<file path="src/rtl/mac_ctrl_if.sv">
// Bus bundle between mac_ctrl, the vector RAMs and the MAC unit.
// master = controller side, slave = RAM/MAC/host side.
interface mac_ctrl_if;
  logic        start;
  logic        abort;
  logic [4:0]  len;
  logic        busy;
  logic        done;
  logic [3:0]  rd_addr;
  logic        rd_en;
  logic [7:0]  rd_data_a;
  logic [7:0]  rd_data_b;
  logic [7:0]  mac_in1;
  logic [7:0]  mac_in2;
  logic        mac_clr;
  logic [25:0] mac_acc;
  logic [25:0] result;

  modport master (
    input  start, abort, len,
    input  rd_data_a, rd_data_b, mac_acc,
    output busy, done, rd_addr, rd_en,
    output mac_in1, mac_in2, mac_clr, result
  );

  modport slave (
    output start, abort, len,
    output rd_data_a, rd_data_b, mac_acc,
    input  busy, done, rd_addr, rd_en,
    input  mac_in1, mac_in2, mac_clr, result
  );
endinterface

</file>
<file path="src/rtl/mac_ctrl.sv">
// Dot-product sequencer: streams vector RAM reads into an external MAC.
// Define MAC_CTRL_RELU_EN to clamp negative captured results to zero.
module mac_ctrl (
  input  logic       clk,
  input  logic       rst_n,
  mac_ctrl_if.master bus
);
  typedef enum logic [1:0] {
    IDLE,
    RUN,
    DRAIN,
    CAPT
  } state_t;

  state_t      state;
  logic [3:0]  last;
  logic        zlen;
  logic [25:0] capt;

  assign bus.mac_in1 = bus.rd_data_a;
  assign bus.mac_in2 = bus.rd_data_b;
  assign bus.busy    = (state != IDLE);

`ifdef MAC_CTRL_RELU_EN
  assign capt = bus.mac_acc[25] ? '0 : bus.mac_acc;
`else
  assign capt = bus.mac_acc;
`endif

  // done rises together with the new result value
  always_ff @(posedge clk or negedge rst_n) begin
    if (!rst_n) begin
      state       <= IDLE;
      last        <= '0;
      zlen        <= 1'b0;
      bus.rd_addr <= '0;
      bus.rd_en   <= 1'b0;
      bus.mac_clr <= 1'b0;
      bus.done    <= 1'b0;
      bus.result  <= '0;
    end else begin
      bus.done    <= 1'b0;
      bus.mac_clr <= bus.rd_en;
      unique case (state)
        IDLE: begin
          if (bus.start && !bus.abort) begin
            if (bus.len == 5'd0) begin
              state      <= CAPT;
              zlen       <= 1'b1;
              bus.result <= '0;
              bus.done   <= 1'b1;
            end else begin
              state       <= RUN;
              zlen        <= 1'b0;
              bus.rd_addr <= '0;
              bus.rd_en   <= 1'b1;
              last        <= bus.len[4] ? 4'hf
                                        : bus.len[3:0] - 4'd1;
            end
          end
        end
        RUN: begin
          if (bus.abort) begin
            state       <= IDLE;
            bus.rd_en   <= 1'b0;
            bus.mac_clr <= 1'b0;
          end else if (bus.rd_addr == last) begin
            state     <= DRAIN;
            bus.rd_en <= 1'b0;
          end else begin
            bus.rd_addr <= bus.rd_addr + 4'd1;
          end
        end
        DRAIN: begin
          if (bus.abort) begin
            state       <= IDLE;
            bus.mac_clr <= 1'b0;
          end else begin
            state <= CAPT;
          end
        end
        CAPT: begin
          state <= IDLE;
          if (!zlen) begin
            bus.result <= capt;
            bus.done   <= 1'b1;
          end
        end
        default: state <= IDLE;
      endcase
    end
  end
endmodule

</file>
<file path="src/flat_wrapper.sv">
// flat-port wrapper written by rule: the top's interface ports become plain ports
module mac_ctrl_flat 
  (clk, rst_n, bus_start, bus_abort, bus_len, bus_rd_data_a, bus_rd_data_b, bus_mac_acc, bus_busy, bus_done, bus_rd_addr, bus_rd_en, bus_mac_in1, bus_mac_in2, bus_mac_clr, bus_result);
  mac_ctrl_if bus_i ();
  input  logic clk;
  input  logic rst_n;
  input wire logic [$bits(bus_i.start)-1:0] bus_start;
  input wire logic [$bits(bus_i.abort)-1:0] bus_abort;
  input wire logic [$bits(bus_i.len)-1:0] bus_len;
  input wire logic [$bits(bus_i.rd_data_a)-1:0] bus_rd_data_a;
  input wire logic [$bits(bus_i.rd_data_b)-1:0] bus_rd_data_b;
  input wire logic [$bits(bus_i.mac_acc)-1:0] bus_mac_acc;
  output wire logic [$bits(bus_i.busy)-1:0] bus_busy;
  output wire logic [$bits(bus_i.done)-1:0] bus_done;
  output wire logic [$bits(bus_i.rd_addr)-1:0] bus_rd_addr;
  output wire logic [$bits(bus_i.rd_en)-1:0] bus_rd_en;
  output wire logic [$bits(bus_i.mac_in1)-1:0] bus_mac_in1;
  output wire logic [$bits(bus_i.mac_in2)-1:0] bus_mac_in2;
  output wire logic [$bits(bus_i.mac_clr)-1:0] bus_mac_clr;
  output wire logic [$bits(bus_i.result)-1:0] bus_result;
  assign bus_i.start = bus_start;
  assign bus_i.abort = bus_abort;
  assign bus_i.len = bus_len;
  assign bus_i.rd_data_a = bus_rd_data_a;
  assign bus_i.rd_data_b = bus_rd_data_b;
  assign bus_i.mac_acc = bus_mac_acc;
  assign bus_busy = bus_i.busy;
  assign bus_done = bus_i.done;
  assign bus_rd_addr = bus_i.rd_addr;
  assign bus_rd_en = bus_i.rd_en;
  assign bus_mac_in1 = bus_i.mac_in1;
  assign bus_mac_in2 = bus_i.mac_in2;
  assign bus_mac_clr = bus_i.mac_clr;
  assign bus_result = bus_i.result;
  mac_ctrl u_core (.clk(clk), .rst_n(rst_n), .bus(bus_i));
endmodule
</file>
<file path="config.mk">
export PLATFORM = sky130hd
export DESIGN_NAME = mac_ctrl_flat
export DESIGN_NICKNAME = d
export VERILOG_FILES = /design/src/rtl/mac_ctrl_if.sv /design/src/rtl/mac_ctrl.sv /design/src/flat_wrapper.sv
export SDC_FILE = /design/constraint.sdc
export NUM_CORES = 1
export LEC_CHECK = 0
export CAP_MARGIN = 0
export CORE_MARGIN = 2
export CORE_UTILIZATION = 40
export DETAILED_ROUTE_END_ITERATION = 8
export GPL_TIMING_DRIVEN = 0
export PLACE_DENSITY = 0.86
export SETUP_SLACK_MARGIN = 0.5
export SLEW_MARGIN = 15
export SYNTH_ARGS = -nofsm -noshare
export SYNTH_HDL_FRONTEND = slang
export SYNTH_SLANG_ARGS = --single-unit
</file>
<file path="constraint.sdc">
create_clock -name clk -period 2.14 [get_ports clk]
set_clock_uncertainty 0.05 [all_clocks]
set_input_delay 0.214 -clock clk [delete_from_list [all_inputs] [get_ports clk]]
set_output_delay 0.214 -clock clk [all_outputs]
set_load 0.01 [all_outputs]
</file>
# Word level (Yosys, flattened, before mapping)
# Cells that the tools add are included.
# word_totals
in_bits	51
word_cells	63
reg_bits	40
# op_classes
bitwise_logic	1
add_sub_neg	2
n_reduce_logical	14
muxes	27
eq_ne	11
# ops
cell	n
26-bit 2-to-1 mux	3
26-bit one-hot mux with 2 select lines	1
4-bit 2-to-1 mux	5
2-bit 2-to-1 mux	5
1-bit 2-to-1 mux	9
2-bit inequality test (second input constant)	4
2-bit one-hot mux with 4 select lines	1
4-bit one-hot mux with 2 select lines	1
4-bit AND reduction	2
2-bit nonzero test	3
5-bit zero test	1
5-bit AND reduction	1
4-bit by 1-bit adder with 4-bit output (second input constant)	1
2-bit == test (second input constant)	2
4-bit == test	1
2-bit by 1-bit inequality test with 1-bit output (second input constant)	2
1-bit one-hot mux with 2 select lines	2
2-bit AND reduction	2
4-bit by 1-bit subtractor with 4-bit output (second input constant)	1
3-bit by 2-bit inequality test with 1-bit output (second input constant)	1
3-bit AND reduction	1
2-bit by 1-bit == test with 1-bit output (second input constant)	1
2-bit zero test	1
2-bit OR reduction	1
3 further kinds	3

# Logic depth before layout (Yosys ltp)
# logic_depth
depth_word	4
depth_mapped	8
mapped_depth_nobuf	6

# Worst setup path before layout
# OpenSTA, ideal clock, no wires.
# synth_timing
kind	register to register
from	register u_core.state[0]
to	register u_core.bus.rd_addr[1]
arrival_time_ps	1644
synth_period_minus_slack_ps	1820
path_buffers	0
required_time_ps	1964
path_slack_ps	320
path_stages_with_launch	7
path_cell_list	dfrtp_1 inv_1 ha_1 nand3b_1 nor2_1 nor2_1 a221o_1
# synth_between
elab_chain_len	3
# synth_lines
element	line	text
start, declared	mac_ctrl.sv:15	state_t state;
start signal, assigned	mac_ctrl.sv:33	state <= IDLE;
start signal, assigned	mac_ctrl.sv:48	state <= CAPT;
start signal, assigned	mac_ctrl.sv:53	state <= RUN;
2-bit by 1-bit == test with 1-bit output or 2-bit zero test (tied branches)	mac_ctrl.sv:44	unique case (state)
2-bit inequality test (no line) (tied with other cells)	n/a	
5-bit AND reduction (no line)	n/a	
end signal, assigned	mac_ctrl.sv:71	bus.rd_addr <= bus.rd_addr + 4'd1;
end, declared	mac_ctrl_if.sv:22	output busy, done, rd_addr, rd_en,
# Parallel ways exist; a longest one is shown, timed or not.
# A chain may end at the register's enable or synchronous reset.

# Worst setup path after layout
# layout_timing
from	register u_core.state[1]
to	register u_core.bus.rd_addr[2]
# Same word-level chain as after synthesis.

==> impl_metrics.yaml <==
finish:
  insertedDiodeCount: 0
  drive_above_1_share: 0.2471
  design_area_mm2: 0.003640
  area_growth_pct: 67.47
  nFillCells: 374
  instances_no_fill: 414
  seqCellArea_mm2: 0.001002
  fin_nets: 402
  multiInputGateArea_um2: 977.2
cts:
  cts-buffers-inserted: 5
  clk_latency_ns: 0.28
  cts_sinks: 40
  htreeDepth: 2
  root_buffer: "clkbuf_8"
  tritoncts: "yes"
  cts_max_path_buffers: 2
  clkTransAtPathRegs_ns: 0.08
critical_path:
  crit_chain: "inv_2, ha_4, nand3b_1, nor2_4, buf_6, or3b_2, nand3_2"
  cp.buffers_inverters: 2
  worstSetupPathType: "reg2reg"
  required_ns: 2.32
  worstPathArrival_ns: 1.88
  critPathMaxStageDelay_ns: 0.47
  worst_path_dominant_cell_family: "simple AND/OR/NAND/NOR gates"
  start_kind: "flip-flop"
  end_kind: "flip-flop"
  cpMaxStageDelayCell: "or3b_2"
  cp_max_fo: 6
place:
  pre_cts_ws_ns: -0.1712
  dp_hpwl_um: 3722
  dp_cells: 375
  portBuffers: 84
  routabilityCongestion: 0.7642
  placed_area_mm2: 0.003151
detailed_routing:
  num_vias: 1958
  wl_per_cell_um: 13.81
  detail-route-antenna-nets: 0
  remaining_drc_errors: 0
  vias_per_cell: 4.729
  routed_wirelength_um: 5719
  drt_iter0_drc: 61
  first_pass_iters: 5
synth:
  avgSynthCellArea_um2: 9.879
  ys_seq_elements: 40
  synth_edf_count: 0
  netlist_instances: 220
  netlist_area_mm2: 0.002173
  synth_area_leaders: "dfrtp_1 46%, mux2i_1 13%, inv_1 5.9%, buf_4 5.5%, nand2_1 5.5%"
  ys_seq_area_frac: 0.4606
  yosys_warnings: 0
  synth-main-ff-cell: "dfrtp_1"
  async_reset_ff_frac: 1.000
  synth_nets: 279
  yosys-top-cells-count: "40 x dfrtp_1, 34 x inv_1, 32 x nand2_1"
  synth_top_area_frac: 0.4606
  synthDistinctLibCells: 31
  yosysMostFrequentCell: "dfrtp_1"
  yosysTopAreaCell: "dfrtp_1"
global_route:
  antenna_found_initial: 0
  grt_pass1_vias: 1967
  grt_max_degree: 34
  grt_pass1_wl_um: 8901
  grt_overflow: 0
  grt.total_usage: 0.1815
sta:
  maxSlewViolCount: 0
  clock.fmax_mhz: 587.9
  tightest_slew_ns: 0.4697
  relSlewSlack: 0.6869
  grt_setup_unrepaired: "true"
  setup_violations: 0
  timing.final.crit_share: 0.7949
  hold_viol: 0
  timing.hold.ws_ns: 0.2419
  layout_min_cycle_time_ns: 1.701
  setup_ws_ns: 0.4389
floorplan:
  die_w_um: 77.71
  pin_count: 101
  floorplan.initialDensity: 0.4202
  die-area_mm2: 0.006039
  core_area_mm2: 0.005172
  std_cell_rows: 26
  fp.dieH_um: 77.71
worst_hold_path:
  hold_path.class: "in2reg"
pwr:
  ir_drop_uv: 774.0
  power.leakage_nw: 1.715
  powerDensity_mw_per_mm2: 1228
  report.power.total_w: 0.004468
run_status:
  outcome: "finished clean"
job:
  cap_violations: 0
## what timing repair did
item / 4_1_cts / 5_1_grt
endpoints found under the setup margin: 34 / 38
gates cloned: 1 / 2
endpoints found under the hold margin: 40 / 0
buffers inserted: 22 / 5
hold buffers: 1 / 0
resized for setup: 24 / 15
pin swaps: 4 / 0
## cells in the final DEF, fill, tap and decap left out, types with 3 or more instances in the layout
| cell | n |
|---|---|
| clkdlybuf4s50_1 | 76 |
| dfrtp_1 | 39 |
| buf_4 | 37 |
| nand2_1 | 31 |
| inv_1 | 28 |
| mux2i_1 | 28 |
| nor2_1 | 9 |
| clkbuf_8 | 6 |
| buf_6 | 6 |
| inv_2 | 5 |
| xnor2_2 | 4 |
| buf_12 | 4 |
| a31oi_1 | 4 |
| ha_1 | 4 |
| dlygate4sd2_1 | 4 |
| a21oi_1 | 3 |
| o21ai_0 | 3 |
| a211o_1 | 3 |
## per-stage QoR
| stage | setup TNS (ns) | util |
|---|---|---|
| global route | 0 | 0.7037 |
| finish | 0 | 0.7037 |
| CTS | 0 | 0.6754 |
| floorplan | 0 | - |
| global placement | -10.85 | 0.6062 |
| detailed placement | -3.735 | 0.6091 |
## sequential cells by signal, indices dropped and copies added (netlist names)
| register | count |
|---|---|
| u_core.bus.done | 1 |
| u_core.bus.mac_clr | 1 |
| u_core.bus.rd_addr | 4 |
| u_core.bus.rd_en | 1 |
| u_core.bus.result | 26 |
| u_core.last | 4 |
| u_core.state | 2 |
| u_core.zlen | 1 |
## final timing paths
check / slack [ns] / cells past startpoint / startpoint / to
min: 0.24 / 2 / bus_len[0] / u_core.last[0]$_DFFE_PN0P_
max in group asynchronous: 1.32 / 3 / rst_n / u_core.bus.rd_addr[0]$_DFFE_PN0P_
min in group asynchronous: 0.26 / 2 / rst_n / u_core.bus.result[4]$_DFFE_PN0P_
max: 0.44 / 7 / u_core.state[1]$_DFFE_PN0P_ / u_core.bus.rd_addr[2]$_DFFE_PN0P_
max reg2reg: 0.44 / 7 / u_core.state[1]$_DFFE_PN0P_ / u_core.bus.rd_addr[2]$_DFFE_PN0P_
min reg2reg: 0.47 / 2 / u_core.bus.result[10]$_DFFE_PN0P_ / u_core.bus.result[10]$_DFFE_PN0P_
## routing by layer
| layer | GRT usage | up-vias | wire, um |
|---|---|---|---|
| met4 | 0.04286 | 0 | 54 |
| met2 | 0.3250 | 83 | 2921 |
| met5 | 0 | - | 0 |
| met3 | 0.04186 | 6 | 318 |
| li1 | - | 943 | - |
| met1 | 0.2195 | 926 | 2425 |
## worst reg2reg max path: stages, from the launching register on
cell	delay (ns)
dfrtp_1	0.42
inv_2	0.10
ha_4	0.19
nand3b_1	0.16
nor2_4	0.06
buf_6	0.13
or3b_2	0.47
nand3_2	0.07
## layout make-up
type                            count  share of cell area
Buffer                             23             0.05706
Multi-Input combinational cell    124              0.2685
Clock buffer                        5             0.01891
Inverter                           34             0.03575
Sequential cell                    40              0.2754
Clock inverter                      3            0.005156
Timing Repair Buffer              115              0.3152
Tap cell                           70             0.02406
## report_power, final
group / switching (W) / leakage [nW] / internal, W
Sequential: 0.000232 / 0.524 / 0.00101
Clock: 0.000263 / 0.0479 / 0.000227
Combinational: 0.00114 / 1.14 / 0.00160
Total: 0.00163 / 1.71 / 0.00284
## logic make-up (layout without fill, tap and decap cells)
group | Yosys count | in the layout | share of synthesized area
multiplexers | 29 | 29 | 0.1336
AND/OR/NAND/NOR | 60 | 60 | 0.1324
adder cells (fa/ha/maj) | 8 | 8 | 0.04606
buffers and inverters | 57 | 180 | 0.1364
AO/OA/AOI/OAI | 20 | 21 | 0.06679
flip-flops | 40 | 40 | 0.4606
XOR/XNOR | 6 | 6 | 0.02418
(Power assumes the default switching activity.)
